File: config.mk
export PLATFORM = sky130hd
export DESIGN_NAME = serial_adder
export DESIGN_NICKNAME = d
export VERILOG_FILES = /design/src/rtl/arith_pkg.sv /design/src/rtl/full_adder_cell.sv /design/src/rtl/serial_adder.sv
export SDC_FILE = /design/constraint.sdc
export NUM_CORES = 1
export LEC_CHECK = 0
export ABC_CLOCK_PERIOD_IN_PS = 1700
export CORE_ASPECT_RATIO = 0.75
export CORE_MARGIN = 2
export CORE_UTILIZATION = 50
export CTS_CLUSTER_DIAMETER = 150
export DETAILED_ROUTE_END_ITERATION = 10
export GPL_ROUTABILITY_DRIVEN = 0
export HOLD_SLACK_MARGIN = 0.02
export PLACE_DENSITY = 0.79
export SYNTH_ARGS = -nofsm -noshare
export SYNTH_HDL_FRONTEND = slang
export SYNTH_SLANG_ARGS = --single-unit
File: constraint.sdc
create_clock -name clk -period 1.7 [get_ports clk]
set_clock_uncertainty 0.15 [all_clocks]
set_input_delay 0.34 -clock clk [delete_from_list [all_inputs] [get_ports clk]]
set_output_delay 0.34 -clock clk [all_outputs]
set_load 0.02 [all_outputs]
File: src/rtl/arith_pkg.sv
// ----------------------------------------------------------------------------
// arith_pkg
// Shared declarations for the small arithmetic units.
//   adder_state_t   : control state of the bit-serial adder (IDLE/RUN/FIN)
//   ADDER_WIDTH_DEF : default operand width of serial_adder
// ----------------------------------------------------------------------------
package arith_pkg;

   typedef enum logic [1:0] {
      IDLE = 2'd0,
      RUN  = 2'd1,
      FIN  = 2'd2
   } adder_state_t;

   localparam int ADDER_WIDTH_DEF = 8;

endpackage : arith_pkg

File: src/rtl/full_adder_cell.sv
// ----------------------------------------------------------------------------
// full_adder_cell
// Purely combinational one-bit full adder built as two cascaded half adders
// whose carries are ORed together.
// Ports:
//   a, b  (in)  : operand bits
//   cin   (in)  : carry in
//   s     (out) : sum bit
//   cout  (out) : carry out
// ----------------------------------------------------------------------------
module full_adder_cell (
   input  logic a,
   input  logic b,
   input  logic cin,
   output logic s,
   output logic cout
);

   logic w_hs1_s;
   logic w_hs1_c;
   logic w_hs2_c;

   // First half adder: a + b.
   assign w_hs1_s = a ^ b;
   assign w_hs1_c = a & b;

   // Second half adder: partial sum + cin.
   assign s       = w_hs1_s ^ cin;
   assign w_hs2_c = w_hs1_s & cin;

   // At most one of the two half-adder carries can be set.
   assign cout    = w_hs1_c | w_hs2_c;

endmodule : full_adder_cell

File: src/rtl/serial_adder.sv
// ----------------------------------------------------------------------------
// serial_adder
// Bit-serial adder: computes {cout,sum} = a + b + cin one bit per clock,
// LSB first, through a single full_adder_cell. Operands are captured on an
// accepted start; the result appears with a one-cycle done pulse WIDTH+1
// cycles after the start edge and is held until the next accepted start.
//
// Optional feature (macro SERIAL_ADDER_SUB_EN): adds input 'sub'. With sub=1
// the unit computes a - b (B inverted at load, carry loaded with 1); cout=1
// then means no borrow.
//
// Ports:
//   clk   (in)  : rising-edge clock
//   rst   (in)  : asynchronous active-high reset
//   start (in)  : operation request, accepted whenever busy=0
//   a, b  (in)  : WIDTH-bit operands, captured on accepted start
//   cin   (in)  : carry in, captured on accepted start
//   sub   (in)  : subtract select (only with SERIAL_ADDER_SUB_EN)
//   busy  (out) : addition in progress
//   done  (out) : one-cycle pulse, sum/cout valid
//   sum   (out) : WIDTH-bit result
//   cout  (out) : final carry out
// ----------------------------------------------------------------------------
import arith_pkg::*;

module serial_adder #(
   parameter int WIDTH = ADDER_WIDTH_DEF
) (
   input  logic             clk,
   input  logic             rst,
   input  logic             start,
   input  logic [WIDTH-1:0] a,
   input  logic [WIDTH-1:0] b,
   input  logic             cin,
`ifdef SERIAL_ADDER_SUB_EN
   input  logic             sub,
`endif
   output logic             busy,
   output logic             done,
   output logic [WIDTH-1:0] sum,
   output logic             cout
);

   localparam int CNT_W = $clog2(WIDTH + 1);

   adder_state_t     r_state;
   adder_state_t     w_state_nxt;

   logic [WIDTH-1:0] r_a;
   logic [WIDTH-1:0] r_b;
   logic             r_carry;
   logic [CNT_W-1:0] r_cnt;
   logic [WIDTH-1:0] r_sum;
   logic             r_cout;

   logic             w_accept;
   logic             w_last;
   logic             w_fa_s;
   logic             w_fa_co;
   logic [WIDTH-1:0] w_sum_shift;
   logic [WIDTH-1:0] w_b_load;
   logic             w_c_load;

   // A start is honoured in IDLE and in FIN, which lets a new operation
   // begin in the done cycle with no bubble.
   assign w_accept = start && (r_state != RUN);
   assign w_last   = (r_cnt == CNT_W'(WIDTH - 1));

`ifdef SERIAL_ADDER_SUB_EN
   // Two's-complement subtract: a + ~b + 1; cin is ignored when sub=1.
   assign w_b_load = sub ? ~b : b;
   assign w_c_load = sub | cin;
`else
   assign w_b_load = b;
   assign w_c_load = cin;
`endif

   full_adder_cell u_fa (
      .a    (r_a[0]),
      .b    (r_b[0]),
      .cin  (r_carry),
      .s    (w_fa_s),
      .cout (w_fa_co)
   );

   // New sum bit enters at the MSB; after WIDTH shifts bit 0 holds the LSB.
   generate
      if (WIDTH == 1) begin : g_w1
         assign w_sum_shift = w_fa_s;
      end else begin : g_wn
         assign w_sum_shift = {w_fa_s, r_sum[WIDTH-1:1]};
      end
   endgenerate

   // NOTE: sequential state uses non-blocking assignments so every flop
   // samples the pre-edge values regardless of statement order.
   always_ff @(posedge clk or posedge rst) begin
      if (rst) begin
         r_state <= IDLE;
      end else begin
         r_state <= w_state_nxt;
      end
   end

   // NOTE: outputs get defaults before the case so no path leaves a
   // variable unassigned, which would otherwise infer a latch.
   always_comb begin
      w_state_nxt = r_state;
      busy        = 1'b0;
      done        = 1'b0;
      case (r_state)
         IDLE: begin
            if (start) w_state_nxt = RUN;
         end
         RUN: begin
            busy = 1'b1;
            if (w_last) w_state_nxt = FIN;
         end
         FIN: begin
            done        = 1'b1;
            w_state_nxt = start ? RUN : IDLE;
         end
         default: w_state_nxt = IDLE;
      endcase
   end

   always_ff @(posedge clk or posedge rst) begin
      if (rst) begin
         r_a     <= '0;
         r_b     <= '0;
         r_carry <= 1'b0;
         r_cnt   <= '0;
         r_sum   <= '0;
         r_cout  <= 1'b0;
      end else if (w_accept) begin
         r_a     <= a;
         r_b     <= w_b_load;
         r_carry <= w_c_load;
         r_cnt   <= '0;
         r_sum   <= '0;
      end else if (r_state == RUN) begin
         r_a     <= r_a >> 1;
         r_b     <= r_b >> 1;
         r_carry <= w_fa_co;
         r_cnt   <= r_cnt + CNT_W'(1);
         r_sum   <= w_sum_shift;
         // The carry out of the final bit is the result's cout.
         if (w_last) r_cout <= w_fa_co;
      end
   end

   assign sum  = r_sum;
   assign cout = r_cout;

endmodule : serial_adder
==> results.md <==
* Clk buf depth at 2
* Post-Synth Adder-Cell Area at 0.0223
* Final setup viols at 0
* Arr. time, crit path at between 1 and 1.5 ns
* Worst R2R End: r_a[3]
* FMAX at 607 MHz
* Cell Area, Synth at 1460 um^2
* Gate Count Post-Synth at 140
* Clk sinks at 32
* DR iter-0 viols at 53
* Status: finished clean
* Cells taking the most area after synthesis: dfrtp_1, mux2i_1, o21ai_0, nand2_1, buf_6
* Final Instance Count excl. Fillers at 212
* Synthesis warning total at 0
* Placed cell area at between 1500 and 2000 um^2
* Global Route Usage Sum at 0.195
* First-pass GRT wire length at around 4800 um
* DR WL/cell at 13.1 um
* Synth Area in XOR/XNOR at 0
* Vias per cell at around 5.3
* Diodes inserted at 0
* Synth area leader: dfrtp_1
* Hold-fix buffer count after cts at 0
* Leakage at roughly 0.9 nW
* Die area at 3370 um^2
* Slew margin rel. at 0.764
* Post-synthesis compound-gate area fraction at 0.111
* Clock Latency Late Sink at 0.28 ns
* Peak VDD IR at 0.713 mV
* Fin. max-slew vios at 0
* P&R area growth vs syn at 28.4%
* Slew @ Worst Pin at 0.354 ns
* Reg clk slew, reported paths at 0.06 ns
* Routed vias at 1115
* Dpl hpwl at 2060 um
* Core area at between 2000 and 3000 um^2
* Critical path class: flip-flop to primary output
* I/O Buffers at 30
* Fin worst setup slack at slightly above 0.05 ns
* Vias in the first global route at 1049
* Hold Path Class: input pin to async pin
* Final wirelength at 2770 um
* Die X at between 60 and 70 um
* Design Power at between 3 and 4 mW
* R2R depth at 5
* Final Hold Violating Endpoints at 0
* Multiplexer area fraction after synthesis at 0.135
* Crit path capture type: primary output
* Dpl cells at 204
* Nets at 197
* Min Tclk post-route at 1.65 ns
* Synth Area per Inst at ~10 um^2
* Setup tns final at 0 ns
* Initial antenna violation count at 0
* Layout cell share with drive strength beyond 1 at 0.0966
* RSZ-0062 raised after global routing: no
* Startpoint Class: flip-flop
* I/O Pins at 31
* Worst hold margin at 0.236 ns
* Post-Synth Simple-Gate Area at 0.124
* CTS tree: yes
* MaxCap Viol Count at 0
* Crit path required time at 1.21 ns
* ANT nets after route at 0
* Period utilization at 0.970
* Post-synth EDFFs at 0
* Synth Flop Type: dfrtp_1
* Initial Utilization at 0.540
* Depth of the CTS H-tree at 2
* Chip height at 50.8 um
* DRC viols at 0
* Crit-path max FO at 2
* Largest net degree at the start of global routing at 31
* Seq/Total Area, Yosys at 0.548
* PwrDens at 1610 nW/um^2
* Root Buffer: clkbuf_8
* Commonest cells in the netlist: dfrtp_1, nand2_1, o21ai_0
* Worst R2R Start: r_state[1]
* Final Util at 0.694
* Inserted Clock Buffers at 5
* Post-route cell area at about 1900 um^2
* FP Rows at 16
* Register bit total from synthesis at 32
* Total gr overflow at 0
* Largest family of logic cells by synthesized area: multiplexers
* Pre-CTS setup slack at around 0.014 ns
* Pre-Repair DR Iteration Count at 4
* Yosys cell types at 27
* Reg2reg setup slack at ~0.12 ns
* Top-area cell type share of the netlist area at 0.548
* Ys async rst share at 1.00
* Syn nets at ~160
[cells in the final DEF, fill, tap and decap left out]
cell,n
clkdlybuf4s15_2,1
nor2_1,2
inv_1,5
a21oi_1,3
o211a_1,1
mux2i_1,16
fa_1,1
o22ai_1,1
inv_4,1
ha_1,1
dfrtp_1,32
buf_4,7
and2_1,1
dlygate4sd2_1,10
nand2b_1,1
a311o_1,1
and3b_1,1
o21ai_0,24
mux2i_4,1
clkbuf_1,2
nor3_1,1
nand3_1,3
nor2b_1,1
and3_1,1
nand2_1,32
mux2_4,1
clkbuf_8,6
clkdlybuf4s50_1,19
[critical path: stages (launching register included)]
cell	delay [ns]
dfrtp_1	0.37
nand2b_1	0.19
inv_4	0.07
clkdlybuf4s15_2	0.25
[registers in the layout, summed over array words and instances, names as in the netlist]
register and flops:
cout 1, sum 8, r_carry 1, r_cnt 4, r_a 8, r_b 8
r_state 2
[layout make-up]
cell class / instances / area, um^2
repair buffers: 37 / 342
inverters: 6 / 25.0
clock buffers: 8 / 90.1
well taps: 36 / 45.0
multi-input cells: 93 / 573
fillers: 222 / 827
flip-flops and latches: 32 / 801
[worst max path at each step]
stage | start | endpoint | cells past startpoint
6_report | r_state[1] | busy | 3
5_1_grt | r_state[1] | busy | 3
4_1_cts | r_state[1] | busy | 3
3_5_place_dp | r_state[1] | busy | 3
3_3_place_gp | r_state[1] | busy | 3
2_1_floorplan | r_state[1] | busy | 4
[routing by layer]
metal  global-route usage  up-vias  routed length, um
li1                     -      539                  -
met1                0.247      538               1230
met2                0.305       30               1340
met3               0.0807        8                161
met4               0.0612        0                 36
met5                    0        -                  0
[timing repair]
action,4_1_cts,5_1_grt
gates resized for setup,13,0
setup buffers,0,0
setup endpoints to repair,11,0
[cells by family (layout without fill, tap and decap cells)]
family | Yosys count | after routing
buffers and inverters | 15 | 51
AOI/OAI and AO/OA | 30 | 30
adders and majority gates | 2 | 2
DFF | 32 | 32
and+or+nand+nor | 43 | 43
muxes | 18 | 18
[where the power goes]
group | total, mW | leakage (nW) | switching (mW) | internal (mW)
Sequential | 1.28 | 0.410 | 0.202 | 1.08
Clock | 0.586 | 0.0455 | 0.257 | 0.329
Combinational | 1.16 | 0.454 | 0.663 | 0.493
(Power assumes the default switching activity.)
